===== src/rtl/fwd_result_pipe_pkg.sv =====
// Shared types and constants for the EX/MEM and MEM/WB result pipeline.
package fwd_result_pipe_pkg;

  localparam int XLEN   = 32;
  localparam int REG_AW = 5;

  typedef enum logic {
    RUN      = 1'b0,
    MEM_WAIT = 1'b1
  } state_t;

  typedef struct packed {
    logic              valid;
    logic [REG_AW-1:0] rd;
    logic [XLEN-1:0]   data;
    logic              reg_write;
    logic              mem_read;
  } stage_t;

  localparam logic [REG_AW-1:0] X0          = '0;
  localparam stage_t            STAGE_EMPTY = '0;

endpackage


===== src/rtl/fwd_stage_reg.sv =====
// One pipeline stage register: async clear, hold (freeze) and bubble insert.
// Bubble wins over hold so a stage can be emptied while its producer waits.
module fwd_stage_reg
  import fwd_result_pipe_pkg::*;
(
  input  logic   clk,
  input  logic   reset_n,
  input  logic   hold,
  input  logic   bubble,
  input  stage_t d,
  output stage_t q
);

  // Stage contents: clear on reset, empty on bubble, keep on hold, else load.
  always_ff @(posedge clk or negedge reset_n) begin
    if (!reset_n) begin
      q <= STAGE_EMPTY;
    end else if (bubble) begin
      q <= STAGE_EMPTY;
    end else if (!hold) begin
      q <= d;
    end
  end

endmodule


===== src/rtl/fwd_result_pipe.sv =====
// EX/MEM and MEM/WB pipeline registers, load handshake, stall generation,
// writeback, and the two forwarding tag/data pairs.
//
// Handshake: mem_req is held high while EX/MEM holds a load; the load
// completes in any cycle where mem_req=1 and mem_ready=1. mem_ready is
// ignored while mem_req=0. Every cycle with mem_req=1 and mem_ready=0 freezes
// EX/MEM, inserts a bubble into MEM/WB and raises stall.
module fwd_result_pipe
  import fwd_result_pipe_pkg::*;
(
  input  logic              clk,
  input  logic              reset_n,
  input  logic              ex_valid,
  input  logic              ex_reg_write,
  input  logic              ex_mem_read,
  input  logic [REG_AW-1:0] ex_rd,
  input  logic [XLEN-1:0]   ex_result,
  input  logic [REG_AW-1:0] id_rs1,
  input  logic [REG_AW-1:0] id_rs2,
  input  logic              flush,
  input  logic [XLEN-1:0]   mem_rdata,
  input  logic              mem_ready,
  output logic              mem_req,
  output logic [XLEN-1:0]   mem_addr,
  output logic [REG_AW-1:0] exmem_rd,
  output logic [XLEN-1:0]   exmem_data,
  output logic [REG_AW-1:0] memwb_rd,
  output logic [XLEN-1:0]   memwb_data,
  output logic              wb_en,
  output logic [REG_AW-1:0] wb_rd,
  output logic [XLEN-1:0]   wb_data,
  output logic              stall,
  output logic              bubble_ex,
  output state_t            dbg_state,
  output logic              dbg_wb_load
);

  state_t state_q, state_d;
  stage_t exmem_d, exmem_q;
  stage_t memwb_d, memwb_q;
  logic   freeze;
  logic   load_use;
  logic   exmem_pub;
  logic   memwb_pub;

  // Load waiting on memory: freeze EX/MEM, bubble MEM/WB.
  assign mem_req  = exmem_q.valid & exmem_q.mem_read;
  assign mem_addr = mem_req ? exmem_q.data : '0;
  assign freeze   = mem_req & ~mem_ready;

  // Load in EX whose rd is a source of the instruction in ID.
  assign load_use = ex_valid & ex_mem_read & ex_reg_write & (ex_rd != X0) &
                    ((ex_rd == id_rs1) | (ex_rd == id_rs2));

  // Freeze dominates: while frozen, ID/EX is held rather than bubbled.
  assign stall     = freeze | load_use;
  assign bubble_ex = load_use & ~freeze;

  // EX/MEM next value; a flushed EX instruction enters as invalid.
  always_comb begin
    exmem_d           = STAGE_EMPTY;
    exmem_d.valid     = ex_valid & ~flush;
    exmem_d.rd        = ex_rd;
    exmem_d.data      = ex_result;
    exmem_d.reg_write = ex_reg_write;
    exmem_d.mem_read  = ex_mem_read;
  end

  // MEM/WB next value: load data for loads, ALU result otherwise.
  always_comb begin
    memwb_d           = STAGE_EMPTY;
    memwb_d.valid     = exmem_q.valid & exmem_q.reg_write;
    memwb_d.rd        = exmem_q.rd;
    memwb_d.data      = exmem_q.mem_read ? mem_rdata : exmem_q.data;
    memwb_d.reg_write = exmem_q.reg_write;
    memwb_d.mem_read  = exmem_q.mem_read;
  end

  fwd_stage_reg u_exmem (
    .clk     (clk),
    .reset_n (reset_n),
    .hold    (freeze),
    .bubble  (1'b0),
    .d       (exmem_d),
    .q       (exmem_q)
  );

  fwd_stage_reg u_memwb (
    .clk     (clk),
    .reset_n (reset_n),
    .hold    (1'b0),
    .bubble  (freeze),
    .d       (memwb_d),
    .q       (memwb_q)
  );

  // FSM state register.
  always_ff @(posedge clk or negedge reset_n) begin
    if (!reset_n) begin
      state_q <= RUN;
    end else begin
      state_q <= state_d;
    end
  end

  // FSM next state: wait while a pending load sees mem_ready low.
  always_comb begin
    state_d = state_q;
    case (state_q)
      RUN:      if (freeze)    state_d = MEM_WAIT;
      MEM_WAIT: if (mem_ready) state_d = RUN;
      default:  state_d = RUN;
    endcase
  end

  // Published tags: x0 unless the stage holds a written, non-x0 result whose
  // data is already known (a load in EX/MEM has no data yet).
  assign exmem_pub  = exmem_q.valid & exmem_q.reg_write & ~exmem_q.mem_read &
                      (exmem_q.rd != X0);
  assign memwb_pub  = memwb_q.valid & memwb_q.reg_write & (memwb_q.rd != X0);

  assign exmem_rd   = exmem_pub ? exmem_q.rd   : X0;
  assign exmem_data = exmem_pub ? exmem_q.data : '0;
  assign memwb_rd   = memwb_pub ? memwb_q.rd   : X0;
  assign memwb_data = memwb_pub ? memwb_q.data : '0;

  // MEM/WB is emptied during waits, so each instruction writes once.
  assign wb_en   = memwb_pub;
  assign wb_rd   = memwb_rd;
  assign wb_data = memwb_data;

  assign dbg_state   = state_q;
  assign dbg_wb_load = memwb_q.valid & memwb_q.mem_read;

endmodule


===== config.mk =====
export PLATFORM = sky130hd
export DESIGN_NAME = fwd_result_pipe
export DESIGN_NICKNAME = d
export VERILOG_FILES = /design/src/rtl/fwd_result_pipe_pkg.sv /design/src/rtl/fwd_stage_reg.sv /design/src/rtl/fwd_result_pipe.sv
export SDC_FILE = /design/constraint.sdc
export NUM_CORES = 1
export LEC_CHECK = 0
export CORE_ASPECT_RATIO = 0.8
export CORE_MARGIN = 3
export CORE_UTILIZATION = 36
export CTS_CLUSTER_DIAMETER = 40
export DETAILED_ROUTE_END_ITERATION = 8
export HOLD_SLACK_MARGIN = 0.02
export PLACE_DENSITY = 0.76
export SKIP_CTS_REPAIR_TIMING = 1
export SYNTH_ARGS = -nofsm -noshare
export SYNTH_HDL_FRONTEND = slang
export SYNTH_SLANG_ARGS = --single-unit
export TNS_END_PERCENT = 50

===== constraint.sdc =====
create_clock -name clk -period 1.6 [get_ports clk]
set_input_delay 0.16 -clock clk [delete_from_list [all_inputs] [get_ports clk]]
set_output_delay 0.16 -clock clk [all_outputs]
set_load 0.01 [all_outputs]

Yosys cells after proc, flatten, opt, wreduce, memory -nomap -nowiden
Index checks and enable logic that the tools add are counted.

word-level totals
  bits in registers = 81
  input bits = 86
  output and inout port bits = 149
  logic and storage cells = 47

operators by class
  equality and inequality tests = 2
  multiplexer cells = 10
  bitwise gates (word level) = 21
  reductions and logical operators = 3

operators by type and width
  operator                         count
  two-way mux 32 bit               4
  two-way mux 40 bit               1
  nonzero test 5 bit               3
  bitwise AND 1 bit                14
  == test 5 bit                    2
  two-way mux 5 bit                2
  NOT 1 bit                        5
  two-way mux 1 bit                2
  bitwise OR 1 bit                 2
  case mux 1 bit (2 select lines)  1

Depth between registers and ports, before layout
  word-level depth = 5
  mapped depth = 6
  gate-level depth less buffers = 4

By module
Synthesis repeated with hierarchy kept, for this count alone.

unflattened totals
  cells, all modules = 485
  area, all modules = 4962.3 um^2

modules (own cells, without submodules)
  module           times used  cells an instance  area each (um^2)  seq. area each (um^2)
  fwd_stage_reg    2           129                1657.8            1001.0
  fwd_result_pipe  1           227                1646.6            25.0

Worst setup path after synthesis
Ideal clock, no wire load.

  kind = register to output
  start point = register u_memwb.q[34] (netlist name)
  end point = output port wb_data[22]
  arrival = 1.539 ns
  required time = 1.440 ns
  slack = -0.099 ns
  cell stages (with the launch flop) = 6
  path buffers = 2
  cells stage by stage = dfrtp_1 or3_1 o311a_4 buf_6 and2_1 buf_4

between the ends
  cells in the longest elaborated chain, start to end = 3

ends and longest elaborated chain
  item                      RTL line                source
  start: declaration        fwd_stage_reg.sv:11     output stage_t q
  start signal: assignment  fwd_stage_reg.sv:17     q <= STAGE_EMPTY;
  start signal: assignment  fwd_stage_reg.sv:19     q <= STAGE_EMPTY;
  start signal: assignment  fwd_stage_reg.sv:21     q <= d;
  nonzero test 5 bit        fwd_result_pipe.sv:120  assign memwb_pub = memwb_q.valid & memwb_q.reg_write & (memwb_q.rd != X0);
  bitwise AND 1 bit         fwd_result_pipe.sv:120
  net wb_en                 fwd_result_pipe.sv:29   output logic wb_en,
  two-way mux 32 bit        fwd_result_pipe.sv:125  assign memwb_data = memwb_pub ? memwb_q.data : '0;
  end: declaration          fwd_result_pipe.sv:31   output logic [XLEN-1:0] wb_data,

The timed path passes the listed nets, and every way through them passes these cells.

Worst setup path in the final report
  start point = register u_exmem.q[38] (netlist name)
  end point = output port exmem_data[14]

between the ends
  cells in the longest elaborated chain, start to end = 3

ends and longest elaborated chain
  item                      RTL line                source
  start: declaration        fwd_stage_reg.sv:11
  start signal: assignment  fwd_stage_reg.sv:17
  start signal: assignment  fwd_stage_reg.sv:19
  start signal: assignment  fwd_stage_reg.sv:21
  nonzero test 5 bit        fwd_result_pipe.sv:119  (exmem_q.rd != X0);
  bitwise AND 1 bit         fwd_result_pipe.sv:118  assign exmem_pub = exmem_q.valid & exmem_q.reg_write & ~exmem_q.mem_read &
  two-way mux 32 bit        fwd_result_pipe.sv:123  assign exmem_data = exmem_pub ? exmem_q.data : '0;
  end: declaration          fwd_result_pipe.sv:26   output logic [XLEN-1:0] exmem_data,

Every way passes these cells.

==> impl_metrics.env <==
export IMPL_run_status="finished, violations left"
export IMPL_violations="setup timing"
export IMPL_hold_path_class="input port to flip-flop"
export IMPL_core_sq_um=11600
export IMPL_port_buffers=234
export IMPL_nets=817
export IMPL_drc_errors=0
export IMPL_synth_flop_cell="dfrtp_1"
export IMPL_clock_sinks=81
export IMPL_startpoint_type="flip-flop"
export IMPL_synth_nets=559
export IMPL_timing_final_crit_share=1.40
export IMPL_die_h_um=104
export IMPL_path_max_fanout=4
export IMPL_rows=35
export IMPL_relSlewSlack=0.745
export IMPL_clkTransAtPathRegs_ns=0.06
export IMPL_required_ns=1.44
export IMPL_netlist_area_sq_um=4300
export IMPL_drtPass1Iterations=4
export IMPL_power_density_nw_per_um2=713
export IMPL_min_to="u_exmem.q[35]"
export IMPL_avgViaCountPerCell=4.78
export IMPL_grt_pass1_wl_um=20400
export IMPL_cp_data_arrival_time_ns=2.09
export IMPL_grt_total_usage=0.190
export IMPL_worstSetupPathType="flip-flop to primary output"
export IMPL_clkLatencyLatePin_ns=0.33
export IMPL_fin_skew_ns=0.00515
export IMPL_grt_pass1_vias=4007
export IMPL_dp_cells=817
export IMPL_min_path_cells=3
export IMPL_antenna_found_initial=0
export IMPL_yosysMostFrequentCell="nand2_1"
export IMPL_cts_tree="yes"
export IMPL_synth_area_leader_cell="dfrtp_1"
export IMPL_antenna_left=0
export IMPL_vias=4225
export IMPL_hp_start="ex_rd[1]"
export IMPL_synthTopCellsByArea="dfrtp_1, and2_1, nand2_1"
export IMPL_fmax_mhz=445
export IMPL_finalSetupViolCount=109
export IMPL_yosysTopAreaCellShare=0.471
export IMPL_fin_cells=884
export IMPL_power_leakage_nw=4.59
export IMPL_rr_endpoint="u_exmem.q[39]"
export IMPL_gp_congestion=0.853
export IMPL_rr_worst_depth=6
export IMPL_syn_inst=473
export IMPL_setup_ws_ns=-0.647
export IMPL_synth_common_cells="nand2_1, dfrtp_1, and2_1, nor2_1, buf_4"
export IMPL_die_width_um=128
export IMPL_r2r_start="u_exmem.q[39]"
export IMPL_drv_slew=0
export IMPL_hpwlAfterDp_um=9370
export IMPL_start_util=0.371
export IMPL_cts_root_buffer="clkbuf_16"
export IMPL_r2r_setup_slack_ns=0.06
export IMPL_worstMarginPinSlew_ns=0.382
export IMPL_synth_cell_types=25
export IMPL_first_iter_violations=145
export IMPL_ys_async_sr_fraction=1.00
export IMPL_ys_warnings_count=0
export IMPL_synth_seq_area_share=0.471
export IMPL_diodes=0
export IMPL_cp_end_kind="primary output"
export IMPL_fin_crit_ns=2.25
export IMPL_cts_buffers=9
export IMPL_vdd_drop_max_mv=0.511
export IMPL_overflow=0
export IMPL_dieArea_sq_um=13300
export IMPL_wl_per_cell_um=18.0
export IMPL_ioPinCount=235
export IMPL_synth_seq_cells=81
export IMPL_hold_viol_final=0
export IMPL_h_tree_depth=3
export IMPL_maxCapViolCount=0
export IMPL_multi_input_comb_area_sq_um=2210
export IMPL_avgSynthCellArea_sq_um=9.10
export IMPL_regArea_sq_um=2030
export IMPL_grt_start_max_net_pins=72
export IMPL_postLayoutCoreUtil=0.687
export IMPL_synth_edf_count=0
export IMPL_ctsLongestPathBuffers=2
export IMPL_nFillCells=902
export IMPL_final_layout_size_suffix_gt1_frac=0.382
export IMPL_place_ws_ns=-0.619
export IMPL_drt_wl_total_um=15900
export IMPL_syn_to_final_growth_pct=85.2
export IMPL_rsz0062_at_grt="true"
-- metal layers --
| metal | GRT usage | vias up | wire (um) |
|---|---|---|---|
| met5 | 0 | - | 0 |
| li1 | - | 2007 | - |
| met1 | 0.233 | 2039 | 6680 |
| met4 | 0.0409 | 0 | 197 |
| met3 | 0.0485 | 16 | 1100 |
| met2 | 0.335 | 163 | 7930 |
-- metrics by stage --
| stage | setup TNS [ns] | instance area, sq um | hold slack [ns] | total power, mW |
|---|---|---|---|---|
| after global routing | -64.50 | 7970 | 0.148 | 5.93 |
| final | -58.76 | 7970 | 0.139 | 5.68 |
| after global placement | -52.45 | 6630 | 0.0700 | 3.38 |
| after CTS | -110.11 | 6930 | -0.275 | 5.45 |
| after detailed placement | -56.57 | 6630 | 0.0751 | 3.41 |
| after floorplan | -2.42 | 4340 | -0.136 | 2.80 |
-- cells by family after synthesis --
| family | synth area share |
|---|---|
| simple gates | 0.315 |
| flops | 0.471 |
| buf+inv | 0.105 |
| mux | 0.0744 |
| xor+xnor | 0.0203 |
| compound gates | 0.0145 |
-- where the power goes --
part / leakage, nW / internal, mW / switching [mW]
logic: 3.50 / 0.721 / 0.522
clock network: 0.135 / 1.25 / 0.791
registers: 0.957 / 2.23 / 0.160
-- placed cells by master, fill, tap and decap left out, drive strengths merged --
cell | netlist | routed
buf | 57 | 161
nand2 | 115 | 115
clkdlybuf4s50 | 0 | 87
dfrtp | 81 | 81
and2 | 80 | 80
dlymetal6s2s | 0 | 41
nor2 | 38 | 38
and3 | 35 | 35
mux2i | 32 | 32
clkbuf | 9 | 26
xor2 | 10 | 10
o311a | 1 | 7
o21a | 1 | 4
clkinvlp | 0 | 3
nor3 | 3 | 3
or4 | 2 | 2
nand2b | 2 | 2
o21ai | 2 | 2
nor2b | 1 | 1
or3 | 1 | 1
a22oi | 1 | 1
o2111ai | 1 | 1
inv | 1 | 1
bufinv | 0 | 1
dlygate4sd3 | 0 | 1
-- state kept, by name (all words and copies together), names as in the netlist --
signal     flops
u_exmem.q     40
u_memwb.q     40
dbg_state      1
-- area by class of cell --
class                   count  share of cell area
inverters                   1            0.000471
well taps                 148              0.0232
clock buffers              12              0.0309
repair buffers            304               0.407
flip-flops and latches     81               0.255
multi-input cells         334               0.277
clock inverters             4             0.00659
-- worst max-delay path by stage --
stage / startpoint / to / cells past startpoint
after detailed placement: ex_rd[1] / bubble_ex / 7
final: u_exmem.q[38] / exmem_data[14] / 6
after global routing: u_exmem.q[38] / exmem_data[14] / 6
after CTS: u_memwb.q[34] / wb_data[4] / 4
after global placement: ex_rd[1] / bubble_ex / 7
after floorplan: u_memwb.q[34] / wb_data[22] / 5
-- critical path, stage by stage (launching register included) --
cell and delay (ns):
dfrtp_1 0.39, or4_4 0.61, o21a_4 0.26, buf_6 0.13
buf_6 0.11, and2_4 0.15, buf_6 0.11
Note: power is estimated with default switching activity, not from simulation.
